<file path="config.mk">
export PLATFORM = sky130hd
export DESIGN_NAME = afifo_wptr_full_flat
export DESIGN_NICKNAME = d
export VERILOG_FILES = /design/src/rtl/afifo_wptr_full_if.sv /design/src/rtl/afifo_wptr_full.sv /design/src/flat_wrapper.sv
export SDC_FILE = /design/constraint.sdc
export NUM_CORES = 1
export LEC_CHECK = 0
export ABC_AREA = 0
export CELL_PAD_IN_SITES_DETAIL_PLACEMENT = 1
export CELL_PAD_IN_SITES_GLOBAL_PLACEMENT = 1
export CORE_ASPECT_RATIO = 1.25
export CORE_MARGIN = 4
export CORE_UTILIZATION = 36
export CTS_CLUSTER_DIAMETER = 120
export DETAILED_ROUTE_END_ITERATION = 8
export PLACE_DENSITY = 0.87
export SYNTH_ARGS = -nofsm -noshare
export SYNTH_HDL_FRONTEND = slang
export SYNTH_SLANG_ARGS = --single-unit
</file>
<file path="constraint.sdc">
create_clock -name clk -period 2.8 [get_ports clk]
set_input_delay 0.84 -clock clk [delete_from_list [all_inputs] [get_ports clk]]
set_output_delay 0.84 -clock clk [all_outputs]
set_load 0.005 [all_outputs]
</file>
<file path="src/rtl/afifo_wptr_full_if.sv">
// afifo_wptr_full_if
//   Bundles the write-side signals of the async FIFO write-pointer block.
//   master : the write-side user (drives wr_en_i and the synchronized read pointer)
//   slave  : the afifo_wptr_full block itself
//   Signals:
//     wr_en_i        write request for this cycle
//     rd_gray_sync_i read pointer in Gray code, already synchronized into clk
//     wr_addr_o      RAM write address
//     wr_gray_o      registered Gray write pointer for the read-domain synchronizer
//     wr_accept_o    RAM write strobe
//     full_o         FIFO full
//     almost_full_o  free slots at or below the threshold
//     overflow_o     sticky write-while-full error
interface afifo_wptr_full_if #(
  parameter int ADDR_WIDTH = 4
);
  logic                  wr_en_i;
  logic [ADDR_WIDTH:0]   rd_gray_sync_i;
  logic [ADDR_WIDTH-1:0] wr_addr_o;
  logic [ADDR_WIDTH:0]   wr_gray_o;
  logic                  wr_accept_o;
  logic                  full_o;
  logic                  almost_full_o;
  logic                  overflow_o;

  modport master (
    output wr_en_i,
    output rd_gray_sync_i,
    input  wr_addr_o,
    input  wr_gray_o,
    input  wr_accept_o,
    input  full_o,
    input  almost_full_o,
    input  overflow_o
  );

  modport slave (
    input  wr_en_i,
    input  rd_gray_sync_i,
    output wr_addr_o,
    output wr_gray_o,
    output wr_accept_o,
    output full_o,
    output almost_full_o,
    output overflow_o
  );
endinterface

</file>
<file path="src/rtl/afifo_wptr_full.sv">
// afifo_wptr_full
//   Write-domain pointer and status logic for an asynchronous FIFO.
//   Keeps the write pointer in binary and Gray form, drives the RAM write
//   address, publishes a flop-direct Gray pointer to the read domain and
//   derives full / almost-full / accept / sticky overflow from the read
//   pointer that has already been synchronized into this clock domain.
//   Ports:
//     clk   write-domain clock
//     reset asynchronous, active-low reset
//     bus   afifo_wptr_full_if.slave (see interface file for signal list)
//   Parameters:
//     ADDR_WIDTH          RAM address bits, depth = 2**ADDR_WIDTH (must be >= 2)
//     ALMOST_FULL_THRESH  almost-full when free slots <= this value
module afifo_wptr_full #(
  parameter int ADDR_WIDTH         = 4,
  parameter int ALMOST_FULL_THRESH = 2
) (
  input logic              clk,
  input logic              reset,
  afifo_wptr_full_if.slave bus
);

  localparam int              A        = ADDR_WIDTH;
  localparam int              DEPTH    = 1 << A;
  localparam logic [A:0]      DEPTH_V  = DEPTH[A:0];
  localparam logic [A:0]      THRESH_V = ALMOST_FULL_THRESH[A:0];

  logic [A:0] wbin;
  logic [A:0] wgray;
  logic       full_q;
  logic       almost_q;
  logic       overflow_q;

  logic       accept;
  logic [A:0] wbin_next;
  logic [A:0] gray_next;
  logic [A:0] rbin;
  logic [A:0] full_cmp;
  logic [A:0] used_next;
  logic [A:0] free_next;
  logic       full_next;
  logic       almost_next;

  // Prefix XOR from the MSB turns a Gray code back into binary.
  function automatic logic [A:0] gray_to_bin(input logic [A:0] g);
    logic [A:0] b;
    b[A] = g[A];
    for (int i = A - 1; i >= 0; i--) begin
      b[i] = b[i+1] ^ g[i];
    end
    return b;
  endfunction

  // A write is taken only when not full; gating with reset keeps the RAM
  // strobe quiet while the block is held in reset.
  always_comb begin
    accept = bus.wr_en_i && !full_q && reset;
  end

  // Next pointer in both encodings, plus the status it implies against the
  // synchronized read pointer. Status is computed from the next pointer so
  // full appears in the same cycle the pointer reaches depth.
  always_comb begin
    wbin_next   = wbin + {{A{1'b0}}, accept};
    gray_next   = wbin_next ^ (wbin_next >> 1);
    full_cmp    = {~bus.rd_gray_sync_i[A:A-1], bus.rd_gray_sync_i[A-2:0]};
    rbin        = gray_to_bin(bus.rd_gray_sync_i);
    used_next   = wbin_next - rbin;
    free_next   = DEPTH_V - used_next;
    full_next   = (gray_next == full_cmp);
    almost_next = (free_next <= THRESH_V);
  end

  // Pointer and status registers; overflow is sticky until reset.
  always_ff @(posedge clk or negedge reset) begin
    if (!reset) begin
      wbin       <= '0;
      wgray      <= '0;
      full_q     <= 1'b0;
      almost_q   <= 1'b0;
      overflow_q <= 1'b0;
    end else begin
      wbin     <= wbin_next;
      wgray    <= gray_next;
      full_q   <= full_next;
      almost_q <= almost_next;
      if (bus.wr_en_i && full_q) begin
        overflow_q <= 1'b1;
      end
    end
  end

  // The Gray pointer leaves straight from its flop so the read-domain
  // synchronizer never sees combinational glitches.
  assign bus.wr_addr_o     = wbin[A-1:0];
  assign bus.wr_gray_o     = wgray;
  assign bus.wr_accept_o   = accept;
  assign bus.full_o        = full_q;
  assign bus.almost_full_o = almost_q;
  assign bus.overflow_o    = overflow_q;

endmodule

</file>
<file path="src/flat_wrapper.sv">
// flat-port wrapper written by rule: the top's interface ports become plain ports
module afifo_wptr_full_flat 
#(
  parameter int ADDR_WIDTH         = 4,
  parameter int ALMOST_FULL_THRESH = 2
)
  (clk, reset, bus_wr_en_i, bus_rd_gray_sync_i, bus_wr_addr_o, bus_wr_gray_o, bus_wr_accept_o, bus_full_o, bus_almost_full_o, bus_overflow_o);
  afifo_wptr_full_if #(.ADDR_WIDTH(ADDR_WIDTH)) bus_i ();
  input logic clk;
  input logic reset;
  input wire logic [$bits(bus_i.wr_en_i)-1:0] bus_wr_en_i;
  input wire logic [$bits(bus_i.rd_gray_sync_i)-1:0] bus_rd_gray_sync_i;
  output wire logic [$bits(bus_i.wr_addr_o)-1:0] bus_wr_addr_o;
  output wire logic [$bits(bus_i.wr_gray_o)-1:0] bus_wr_gray_o;
  output wire logic [$bits(bus_i.wr_accept_o)-1:0] bus_wr_accept_o;
  output wire logic [$bits(bus_i.full_o)-1:0] bus_full_o;
  output wire logic [$bits(bus_i.almost_full_o)-1:0] bus_almost_full_o;
  output wire logic [$bits(bus_i.overflow_o)-1:0] bus_overflow_o;
  assign bus_i.wr_en_i = bus_wr_en_i;
  assign bus_i.rd_gray_sync_i = bus_rd_gray_sync_i;
  assign bus_wr_addr_o = bus_i.wr_addr_o;
  assign bus_wr_gray_o = bus_i.wr_gray_o;
  assign bus_wr_accept_o = bus_i.wr_accept_o;
  assign bus_full_o = bus_i.full_o;
  assign bus_almost_full_o = bus_i.almost_full_o;
  assign bus_overflow_o = bus_i.overflow_o;
  afifo_wptr_full #(.ADDR_WIDTH(ADDR_WIDTH), .ALMOST_FULL_THRESH(ALMOST_FULL_THRESH)) u_core (.clk(clk), .reset(reset), .bus(bus_i));
endmodule
</file>
# Word-level counts from Yosys, hierarchy flattened
# Index checks and enable logic that the tools add are counted.
# classes
magnitude_cmp	1
n_eq_ne	1
n_reduce_logical	4
addsub	3
n_bitwise	6
# ops
op	n
$add A5 B1 Y5	1
$eq A5 B5 Y1	1
$le A5 B2 Y1 const B	1
$sub A5 B5 Y5	1
$sub A5 B5 Y5 const A	1
$xor A5 B4 Y5	1
$xor A1 B1 Y1	4
$logic_and A1 B1 Y1	3
$not A2 Y2	1
$logic_not A1 Y1	1
# word_totals
ff_bits	13
input_bits	8
out_inout_bits	13
word_cells	20

# Logic depth before layout (Yosys ltp)
# logic_depth
word_depth	7
depth_mapped	12
mapped_depth_nobuf	12

# Worst setup path before layout
# Ideal clock, no wire load.
# synth_path
path_kind	input port to flip-flop
from	in reset
to	reg u_core.almost_q (netlist: u_core.bus.almost_full_o)
arrival_ns	3.008
path_stages	11
slack_ns	-0.328
required_ns	2.680
path_buffers	0
setup_time_ns	0.120
path_cell_list	nand2_1 > nor2_1 > ha_1 > ha_1 > xnor2_2 > ha_1 > ha_1 > a21o_1 > a21oi_1 > xnor3_1 > and3_1
# synth_via
elab_chain_cells	5
# synth_lines
element	line	rtl
start, declared	flat_wrapper.sv:10	input logic reset;
$logic_and A1 B1 Y1	afifo_wptr_full.sv:57	accept = bus.wr_en_i && !full_q && reset;
named net bus_wr_accept_o	flat_wrapper.sv:15	output wire logic [$bits(bus_i.wr_accept_o)-1:0] bus_wr_accept_o;
$add A5 B1 Y5	afifo_wptr_full.sv:64	wbin_next = wbin + {{A{1'b0}}, accept};
$sub A5 B5 Y5	afifo_wptr_full.sv:68	used_next = wbin_next - rbin;
$sub A5 B5 Y5	afifo_wptr_full.sv:69	free_next = DEPTH_V - used_next;
$le A5 B2 Y1	afifo_wptr_full.sv:71	almost_next = (free_next <= THRESH_V);
named net u_core.almost_next	afifo_wptr_full.sv:42	logic almost_next;
end signal, assigned	afifo_wptr_full.sv:86	almost_q <= almost_next;
end, declared	afifo_wptr_full.sv:31	logic almost_q;
# The timed path passes the listed nets, and every way through them passes these cells.
# A chain may end at the register's enable or synchronous reset.

# Worst setup path in the final report
# layout_path
from	in bus_wr_en_i
to	reg u_core.almost_q (netlist: u_core.bus.almost_full_o)
# layout_via
elab_chain_cells	6
# layout_lines
element	line	rtl
start, declared	flat_wrapper.sv:11	input wire logic [$bits(bus_i.wr_en_i)-1:0] bus_wr_en_i;
$logic_and A1 B1 Y1 (2 in a row)	afifo_wptr_full.sv:57	
$add A5 B1 Y5	afifo_wptr_full.sv:64	
$sub A5 B5 Y5	afifo_wptr_full.sv:68	
$sub A5 B5 Y5	afifo_wptr_full.sv:69	
$le A5 B2 Y1	afifo_wptr_full.sv:71	
named net u_core.almost_next	afifo_wptr_full.sv:42	
# The timed path passes the listed nets, and every way through them passes these cells.

==> results.md <==
* Status: finished, final reports clean
* First-pass GRT wire length at approximately 3500 um
* Reg2reg path depth at 10
* Clock power frac at 0.086
* Slew Viols, Final at 0
* Sinks on Clock Net at 12
* I/O Buffers at 20
* CTS Buffer Depth at 2
* Fin crit share at 0.974
* Clock latency at the later pin of the worst-skew pair at roughly 0.28 ns
* Cell row count at 18
* Largest net degree at the start of global routing at 13
* Total leakage power at 0.590 nW
* Yosys warnings at 0
* DRC viols at 0
* Final setup TNS at 0 ns
* Syn Std Cell Area at between 700 and 800 um2
* Slew HR at 0.762
* Vias at 638
* Final Power at 1.61 mW
* CP cell instances: dlygate4sd2_1, nand2_2, nor2_4, ha_4, ha_4, xnor2_4, ha_4, ha_4, a21o_1, a21oi_2, xnor3_1, and3_1
* Critical Path End Type: flop
* Main synth FF type: dfrtp_1
* HPWL Detailed at roughly 1700 um
* Reg area at roughly 300 um2
* Avg Vias per Cell at 4.95
* CP Data Arrival Time at 2.90 ns
* Clock transition at path regs at about 0.07 ns
* Post-synth ARST share at 1.00
* FMAX at around 0.37 GHz
* N_diodes at 0
* CTS tree: yes
* Net load switching power at 0.618 mW
* Crit. Startpoint: bus_wr_en_i
* Min-Delay Path Class: reg -> reg
* Pwr dens at 1200 mW/mm2
* Synth Area per Inst at 11.2 um2
* Die H at ~60 um
* Layout cells sized above 1 at 0.413
* Reg2Reg Launch Point: u_core.bus.full_o$_DFF_PN0_
* Logic gate share of total power at 0.697
* Area Growth Syn to Fin at 73.9%
* Crit path top cell by count: ha_4
* CP max stage delay at 0.25 ns
* Sw Share at 0.383
* Starting density of the core at 0.387
* Core area at between 0.002 and 0.0025 mm2
* Fillers at 202
* Initial antenna violation count at 0
* Worst EP required at 2.97 ns
* Total Routing Usage GR at 0.170
* Iter 0 DRT Violations at 3
* Final WL at 2210 um
* Maximum vdd drop at 0.708 mV
* Routability cong. at 0.717
* DR WL/cell at 17.1 um
* Die area at around 0.003 mm2
* Multi-input gate area at 629 um2
* Seq/Total Area, Yosys at 0.387
* CP Max Fanout at 4
* Max Clock Skew at 0.00341 ns
* Post-Syn Nets at slightly below 90
* Yosys reg bits at 12
* Slowest cell on the critical path: dlygate4sd2_1
* Int Power at 0.996 mW
* Grt ovf at 0
* H-tree Lvls at 1
* First-pass DRT Iterations at 3
* Startpoint Class: input pin
* Max Cap Violations at 0
* I/O Pins at 21
* Hold_sp: u_core.bus.overflow_o$_DFFE_PN0P_
* # setup viols final at 0
* WHS at 0.467 ns
* EDFF count, synth at 0
* Netlist cell types at 21
* Number of buffers created by CTS at 3
* DRT antenna net count at 0
* Post-layout nets at 128
* Worst slew pin tran at 0.353 ns
* Flop pwr share at 0.217
* Die X-Extent at 49.5 um
* Number of global-route vias before repair at 717
* Worst Hold Depth at 1
* RSZ-0062 raised after global routing: false
* Final Hold Vio Count at 0
* Root Driver: clkbuf_4
* Synthesized netlist cell count at 69
* Worst Setup Path Type: in -> reg
* Post-layout min period at roughly 2.7 ns
-- critical path: cells and delay by family --
| family | cells | cell delay [ns] |
|---|---|---|
| XOR/XNOR | 2 | 0.40 |
| adder cells (fa/ha/maj) | 4 | 0.81 |
| buffers and inverters | 1 | 0.25 |
| AO/OA/AOI/OAI | 2 | 0.30 |
| AND/OR/NAND/NOR | 3 | 0.29 |
-- placed cells by master, fill, tap and decap left out, types with 2 or more instances in the layout --
cell type / synthesis / final
buf_4: 0 / 18
clkdlybuf4s50_1: 0 / 14
xnor2_1: 12 / 12
dfrtp_1: 12 / 12
ha_4: 0 / 8
inv_1: 8 / 5
inv_2: 0 / 3
xor2_1: 7 / 3
clkbuf_4: 0 / 3
xor2_4: 0 / 2
xor2_2: 0 / 2
a21boi_0: 2 / 2
a21o_1: 2 / 2
clkdlybuf4s15_1: 0 / 2
-- layout make-up --
| class | instances | area share |
|---|---|---|
| Tap cell | 20 | 0.0186 |
| Inverter | 8 | 0.0223 |
| Multi-Input combinational cell | 48 | 0.467 |
| Timing Repair Buffer | 37 | 0.243 |
| Clock buffer | 4 | 0.0269 |
| Sequential cell | 12 | 0.223 |
-- power by group through the flow --
stage,logic [mW],clock network [mW],registers (mW)
global route,1.24,0.151,0.365
detailed placement,1.01,0,0.346
global placement,0.944,0,0.336
finish,1.12,0.139,0.350
floorplan,0.618,0,0.334
CTS,1.06,0.142,0.350
-- synth_stat cells (2+ instances only) --
library cell  instances  area (um2)
ha_1                  9         113
dfrtp_1              12         300
inv_1                 8        30.0
nor2_1                2        7.51
a21o_1                2        15.0
xor2_1                7        61.3
xnor2_1              12         105
and3_1                2        12.5
a21boi_0              2        15.0
a21oi_1               2        10.0
-- flip-flops by register name (all words and copies together), names as in the netlist --
signal                    cells
u_core.bus.almost_full_o      1
u_core.bus.full_o             1
u_core.wbin                   5
u_core.bus.wr_gray_o          4
u_core.bus.overflow_o         1
-- path summary, 6_finish.rpt --
kind	to	slack, ns
setup reg to reg	u_core.bus.almost_full_o$_DFF_PN0_	0.48
hold / removal	u_core.bus.overflow_o$_DFFE_PN0P_	0.47
max in group asynchronous	u_core.bus.overflow_o$_DFFE_PN0P_	2.00
hold reg to reg	u_core.bus.overflow_o$_DFFE_PN0P_	0.47
min in group asynchronous	u_core.bus.wr_gray_o[2]$_DFF_PN0_	0.64
setup / recovery	u_core.bus.almost_full_o$_DFF_PN0_	0.07
-- kinds of logic (layout without fill, tap and decap cells) --
logic type                 after synthesis  in the layout  share of synthesized area
buffers and inverters                    9             49                     0.0435
xor gates and xnor gates                21             21                      0.265
muxes                                    1              1                     0.0129
and+or+nand+nor                          9              9                     0.0613
adders and majority gates               10             10                      0.171
DFF                                     12             12                      0.387
AOI/OAI and AO/OA                        7              7                     0.0597
-- through the flow --
stage	util	worst slack, ns	area [um2]	std cells
after floorplan	-	0.00946	877	69
after global placement	0.597	-0.719	1200	121
after detailed placement	0.597	-0.832	1200	121
after CTS	0.646	0.00216	1290	128
after global routing	0.673	0.00745	1350	129
final	0.673	0.0739	1350	129
-- metal layers --
layer | wire, um | track usage | part of all wire
met1 | 768 | 0.147 | 0.35
met2 | 1310 | 0.350 | 0.59
met3 | 54 | 0.0175 | 0.024
met4 | 72 | 0.130 | 0.033
met5 | 0 | 0 | 0
-- what timing repair did --
action / 4_1_cts / 5_1_grt
pin swaps: 10 / 13
hold buffers: 0 / 0
setup buffers: 3 / 1
endpoints found under the setup margin: 3 / 1
resized for setup: 18 / 15
No activity file was read; power rests on OpenSTA's default activity.
